$ cat src/rtl/mux_arb_rtl.sv
// N-channel registered mux, static-select or round-robin arbitration, valid/ready on both sides.
// Latency: 1 cycle from input acceptance to out_val/out_msg; 1 message/cycle sustained.
// Backpressure: in_rdy is zero while the output register is full and out_rdy is low.
module mux_arb_rtl #(
    parameter int p_nbits     = 32,
    parameter int p_nchannels = 8,
    parameter int p_sel_bits  = $clog2(p_nchannels)
) (
    input  logic                           clk,
    input  logic                           rst_n,
    input  logic                           mode,
    input  logic [p_sel_bits-1:0]          sel,
    input  logic [p_nchannels*p_nbits-1:0] in_msg,
    input  logic [p_nchannels-1:0]         in_val,
    output logic [p_nchannels-1:0]         in_rdy,
    output logic [p_nbits-1:0]             out_msg,
    output logic                           out_val,
    output logic [p_sel_bits-1:0]          out_sel,
    input  logic                           out_rdy
);

    logic [p_sel_bits-1:0] ptr;
    logic [p_sel_bits-1:0] grant_idx;
    logic [p_sel_bits-1:0] cand;
    logic [p_sel_bits:0]   sum;
    logic                  grant_vld;
    logic                  can_load;
    logic                  xfer_in;

    assign can_load = !out_val || out_rdy;
    assign xfer_in  = rst_n && grant_vld && can_load;

    // Round-robin scans offsets from the top down so the lowest offset from ptr wins.
    always_comb begin
        grant_vld = 1'b0;
        grant_idx = '0;
        sum       = '0;
        cand      = '0;
        if (!mode) begin
            if ({1'b0, sel} < (p_sel_bits+1)'(p_nchannels)) begin
                grant_idx = sel;
                grant_vld = in_val[sel];
            end
        end else begin
            for (int k = p_nchannels - 1; k >= 0; k--) begin
                sum = {1'b0, ptr} + (p_sel_bits+1)'(k);
                if (sum >= (p_sel_bits+1)'(p_nchannels))
                    sum = sum - (p_sel_bits+1)'(p_nchannels);
                cand = sum[p_sel_bits-1:0];
                if (in_val[cand]) begin
                    grant_vld = 1'b1;
                    grant_idx = cand;
                end
            end
        end
    end

    always_comb begin
        in_rdy = '0;
        if (xfer_in)
            in_rdy[grant_idx] = 1'b1;
    end

    always_ff @(posedge clk) begin
        if (!rst_n) begin
            out_val <= 1'b0;
            out_msg <= '0;
            out_sel <= '0;
            ptr     <= '0;
        end else if (xfer_in) begin
            out_val <= 1'b1;
            out_msg <= in_msg[grant_idx*p_nbits +: p_nbits];
            out_sel <= grant_idx;
            if (mode)
                ptr <= (grant_idx == p_sel_bits'(p_nchannels - 1)) ? '0 : grant_idx + 1'b1;
        end else if (out_val && out_rdy) begin
            out_val <= 1'b0;
        end
    end

endmodule

$ cat config.mk
export PLATFORM = sky130hd
export DESIGN_NAME = mux_arb_rtl
export DESIGN_NICKNAME = d
export VERILOG_FILES = /design/src/rtl/mux_arb_rtl.sv
export SDC_FILE = /design/constraint.sdc
export NUM_CORES = 1
export LEC_CHECK = 0
export CORE_AREA = 2 2 122 124
export CTS_BUF_LIST = sky130_fd_sc_hd__clkbuf_4
export CTS_CLUSTER_DIAMETER = 100
export DETAILED_ROUTE_END_ITERATION = 8
export DIE_AREA = 0 0 124 126
export PLACE_DENSITY = 0.76
export SLEW_MARGIN = 20
export SYNTH_ARGS = -nofsm -noshare
export SYNTH_HDL_FRONTEND = slang
export SYNTH_SLANG_ARGS = --single-unit
$ cat constraint.sdc
create_clock -name clk -period 6.62 [get_ports clk]
set_input_delay 1.986 -clock clk [delete_from_list [all_inputs] [get_ports clk]]
set_output_delay 1.986 -clock clk [all_outputs]
set_load 0.03 [all_outputs]
Word-level counts from Yosys, hierarchy flattened. Cells that the tools add are included.

Flip-flop bits (word level): 39. Input bits: 271. Output and inout port bits: 44. Word-level logic and storage cells: 107.

Add/sub/neg operators: 16. Magnitude comparators: 19. Equal/unequal tests: 1. Shifts and indexed selects: 1. Mux-type cells: 58. Reductions and logical operators: 8.

Operators with widths (count): 256-bit by 9-bit indexed part select with 32-bit output (1); 3-bit 2-to-1 mux (26); 3-bit by 4-bit less-than comparator with 1-bit output (second input constant) (10); 4-bit >= comparator (second input constant) (7); 1-bit binary-select mux with 3-bit select (9); 3-bit by 1-bit subtractor with 3-bit output (second input constant) (8); 1-bit 2-to-1 mux (21); 3-bit by 3-bit adder with 4-bit output (second input constant) (4); 3-bit by 2-bit adder with 4-bit output (second input constant) (2); 8-bit 2-to-1 mux (1); 3-bit by 1-bit adder with 4-bit output (second input constant) (1); 3-bit by 4-bit >= comparator with 1-bit output (second input constant) (1); 1-bit logical AND (4); 3-bit by 1-bit adder with 3-bit output (second input constant) (1); 1-bit demux with 3-bit select (1); 3-bit equality test (second input constant) (1); 3-bit by 1-bit >= comparator with 1-bit output (second input constant) (1); 2-bit AND reduction (1); 2-bit nonzero test (1); 1-bit logical NOT (1); 1-bit logical OR (1).

Depth between registers and ports, before layout.
Word-level depth: 20. Mapped depth: 19. Mapped depth without buffers: 11.

Worst setup path after synthesis. OpenSTA, ideal clock, no wires.

Path kind: input to output. From: input in_val[2]. To: output in_rdy[6]. Arrival: 5019 ps. Required time: 4634 ps. Slack: -385 ps. Stages: 9. Path buffers: 2. Path through: mux4_2 a211oi_1 o2111ai_1 and4_1 o311a_1 or4_1 buf_2 clkbuf_1 nor3_1.

Cells in the longest elaborated chain, start to end: 16. Elaborated cells between the ends (all ways): 44. Classes of those cells: order compare: 2; mux: 39; reduce/logical: 3.

RTL lines: from (decl) (line 14) `input logic [p_nchannels-1:0] in_val,`; 1-bit binary-select mux with 3-bit select (line 50) `if (in_val[cand]) begin`; 1-bit 2-to-1 mux (implied by the code) (line 50); 3-bit 2-to-1 mux (8 in a row) (line 50); 3-bit 2-to-1 mux (line 39) `if (!mode) begin`; 3-bit by 4-bit less-than comparator with 1-bit output (implied by the code) or 3-bit by 1-bit >= comparator with 1-bit output (tied branches) (line 61) `in_rdy[grant_idx] = 1'b1;`; 1-bit logical AND (implied by the code) (line 61); 1-bit 2-to-1 mux (implied by the code) (line 61); 1-bit demux with 3-bit select (line 61); 8-bit 2-to-1 mux (*) (line 60) `if (xfer_in)`; to (decl) (line 15) `output logic [p_nchannels-1:0] in_rdy,`.

Every way passes the cells marked *; elsewhere a longest branch is shown, timed or not. The select of a mux whose other input is x is not followed.

Final worst setup path. Same ends and word-level chain as after synthesis.

==> results_dict.tcl <==
set metrics [dict create \
    drt_iter0_markers 389 \
    yosysSeqAreaShare_pct 16.4 \
    grt.total_usage_pct 28.2 \
    num_vias 6216 \
    via_per_inst 5.66 \
    path_class "in2out" \
    critPathCaptureType "primary output" \
    rsz0062_at_grt "yes" \
    max_freq_mhz 151 \
    overflow 0 \
    avgSynthCellArea_um2 8.10 \
    final.min_clock_period_ns 6.62 \
    setup_viol 1 \
    place_ws_ns -0.420 \
    worstHoldStart "out_sel[0]$_SDFFE_PN0P_" \
    dr.pass1.iters 5 \
    cp-start-kind "input port" \
    hold_path_class "reg2reg" \
    synth_edf_count 0 \
    synth_nets 861 \
    start_util_pct 33.3 \
    cts-hold-fix-buffers 0 \
    finalClockSkew_ns 0.00474 \
    drv_slew 0 \
    port_buffers 314 \
    fin_crit_sh_pct 100 \
    ir_drop_mv 0.0779 \
    ioPinCount 315 \
    numCtsBuffers 5 \
    grt_pass1_vias 6494 \
    final_cells 1099 \
    r2r_start "ptr[0]$_SDFFE_PN0P_" \
    clk_pin_slew_worst_paths_ns 0.13 \
    wl_per_cell_um 20.2 \
    chipHeight_um 126 \
    dieArea_mm2 0.0156 \
    drc 0 \
    die_w_um 124 \
    power_density_mw_per_mm2 161 \
    final_cell_mix "clkdlybuf4s50_1 (298), buf_4 (61), nand2_1 (58)" \
    area_growth_pct 83.2 \
    synth_cell_types 60 \
    violations "negative setup slack" \
    detail-route-antenna-nets 0 \
    grt_pass1_wl_um 34600 \
    clock_path_buffers 2 \
    cts_root_buffer "clkbuf_4" \
    tightest_slew_ns 0.771 \
    layout-drive-gt1-share_pct 19.0 \
    syn_area_mm2 0.00476 \
    core-area_mm2 0.0143 \
    placed_cells 1081 \
    cp.required_ns 4.63 \
    cts_tree "yes" \
    clock_sinks 39 \
    clock_latency_ns 0.36 \
    final_common_cell "clkdlybuf4s50_1" \
    grt_max_degree 60 \
    synthCells 588 \
    maxCapViolations 0 \
    finalWeightedCongestion 0.923 \
    hold_viol 0 \
    cp_max_fo 5 \
    max-slew-margin-rel_pct 48.6 \
    synthArstFlopShare_pct 0 \
    dp_hpwl_um 17100 \
    r2r_slack_ns 1.36 \
    placement_rows 44 \
    leakage_nw 3.44 \
    crit_start "in_val[2]" \
    ys_warn_count 0 \
    ys.flop_type "dfxtp_1" \
    routed_wl_um 22200 \
    cts.htree.levels 2 \
    outcome "finished, violations left" \
    fin_nets 1186 \
    layout_setup_ws_ns -0.000570 \
    antenna_found_initial 1 \
    worstPathArrival_ns 4.63 \
    final_util_pct 61.0 \
    ys_seq_elements 39 \
]
## sequential cells by signal (all words and copies together) (netlist names)
name / flops
out_msg: 32
out_val: 1
ptr: 3
out_sel: 3
## synth_stat cells, types with 3 or more instances
cell	instances	area, um^2
a211o_1	17	149
a211oi_1	27	203
a21oi_1	21	105
a22oi_1	13	97.6
a31oi_1	18	113
a32oi_1	13	114
buf_1	3	11.3
buf_2	26	130
clkbuf_1	32	120
dfxtp_1	39	781
inv_1	8	30.0
mux2_1	10	113
mux2_2	29	327
mux2i_1	52	521
mux4_2	12	270
nand2_1	59	221
nand3_1	4	20.0
nor2_1	44	165
nor2b_1	5	31.3
nor3_1	13	65.1
nor3b_1	19	143
o211a_1	15	150
o21ai_0	8	40.0
o221a_2	3	33.8
o221ai_1	17	149
or4_1	35	263
## report_power, final
part / internal, W / switching, W / total [W]
Combinational: 0.000500 / 0.000481 / 0.000982
Clock: 0.0000453 / 0.0000957 / 0.000141
Sequential: 0.000265 / 0.0000192 / 0.000284
## layout make-up
cell class	instances	area, um^2
Fill cell	1302	5590
Tap cell	184	230
Sequential cell	39	781
Antenna cell	1	2.50
Multi-Input combinational cell	474	3890
Timing Repair Buffer	383	3730
Clock inverter	2	12.5
Clock buffer	6	45.0
Inverter	10	37.5
## routing by layer
metal	share of wire [%]	vias up	GRT usage (%)
met5	0	-	0
met4	3.0	0	9.45
met3	7.3	48	6.11
met2	51	265	49.7
met1	38	2935	33.4
li1	-	2968	-
## worst max-delay path, cell delays in order
cell and delay (ns):
buf_6 0.09, mux4_2 0.57, a211oi_2 0.25, o2111ai_1 0.12, and4_1 0.22, o311a_1 0.39
or4_4 0.62, nor3_4 0.23, buf_12 0.14
## repair_timing
action | 4_1_cts | 5_1_grt
setup buffers | 5 | 6
resized for setup | 44 | 23
endpoints found under the setup margin | 8 | 8
pin swaps | 14 | 14
endpoints found under the hold margin | 0 | 0
gates cloned | 0 | 0
## per-stage QoR
step	cell area, um^2	hold slack, ns	TNS (ns)	total power, W
after floorplan	4840	0.620	-0.0209	0.000813
after global placement	8430	0.487	-2.50	0.00121
after detailed placement	8430	0.493	-2.76	0.00122
after CTS	8670	0.513	-0.00758	0.00140
after global routing	8730	0.567	-0.0941	0.00150
final	8730	0.515	-0.000570	0.00141
## logic make-up after synthesis
logic type / synth area share [%]
AO/OA/AOI/OAI: 28.7
XOR/XNOR: 0.893
adder cells (fa/ha/maj): 0.525
buffers and inverters: 7.06
flip-flops: 16.4
multiplexers: 25.8
AND/OR/NAND/NOR: 20.7
## path summary, 6_finish.rpt
check	endpoint	cells after the start
setup / recovery	in_rdy[6]	9
hold / removal	out_sel[0]$_SDFFE_PN0P_	2
setup reg to reg	out_msg[21]$_SDFFE_PN0P_	16
hold reg to reg	out_sel[0]$_SDFFE_PN0P_	2
(Power assumes the default switching activity.)
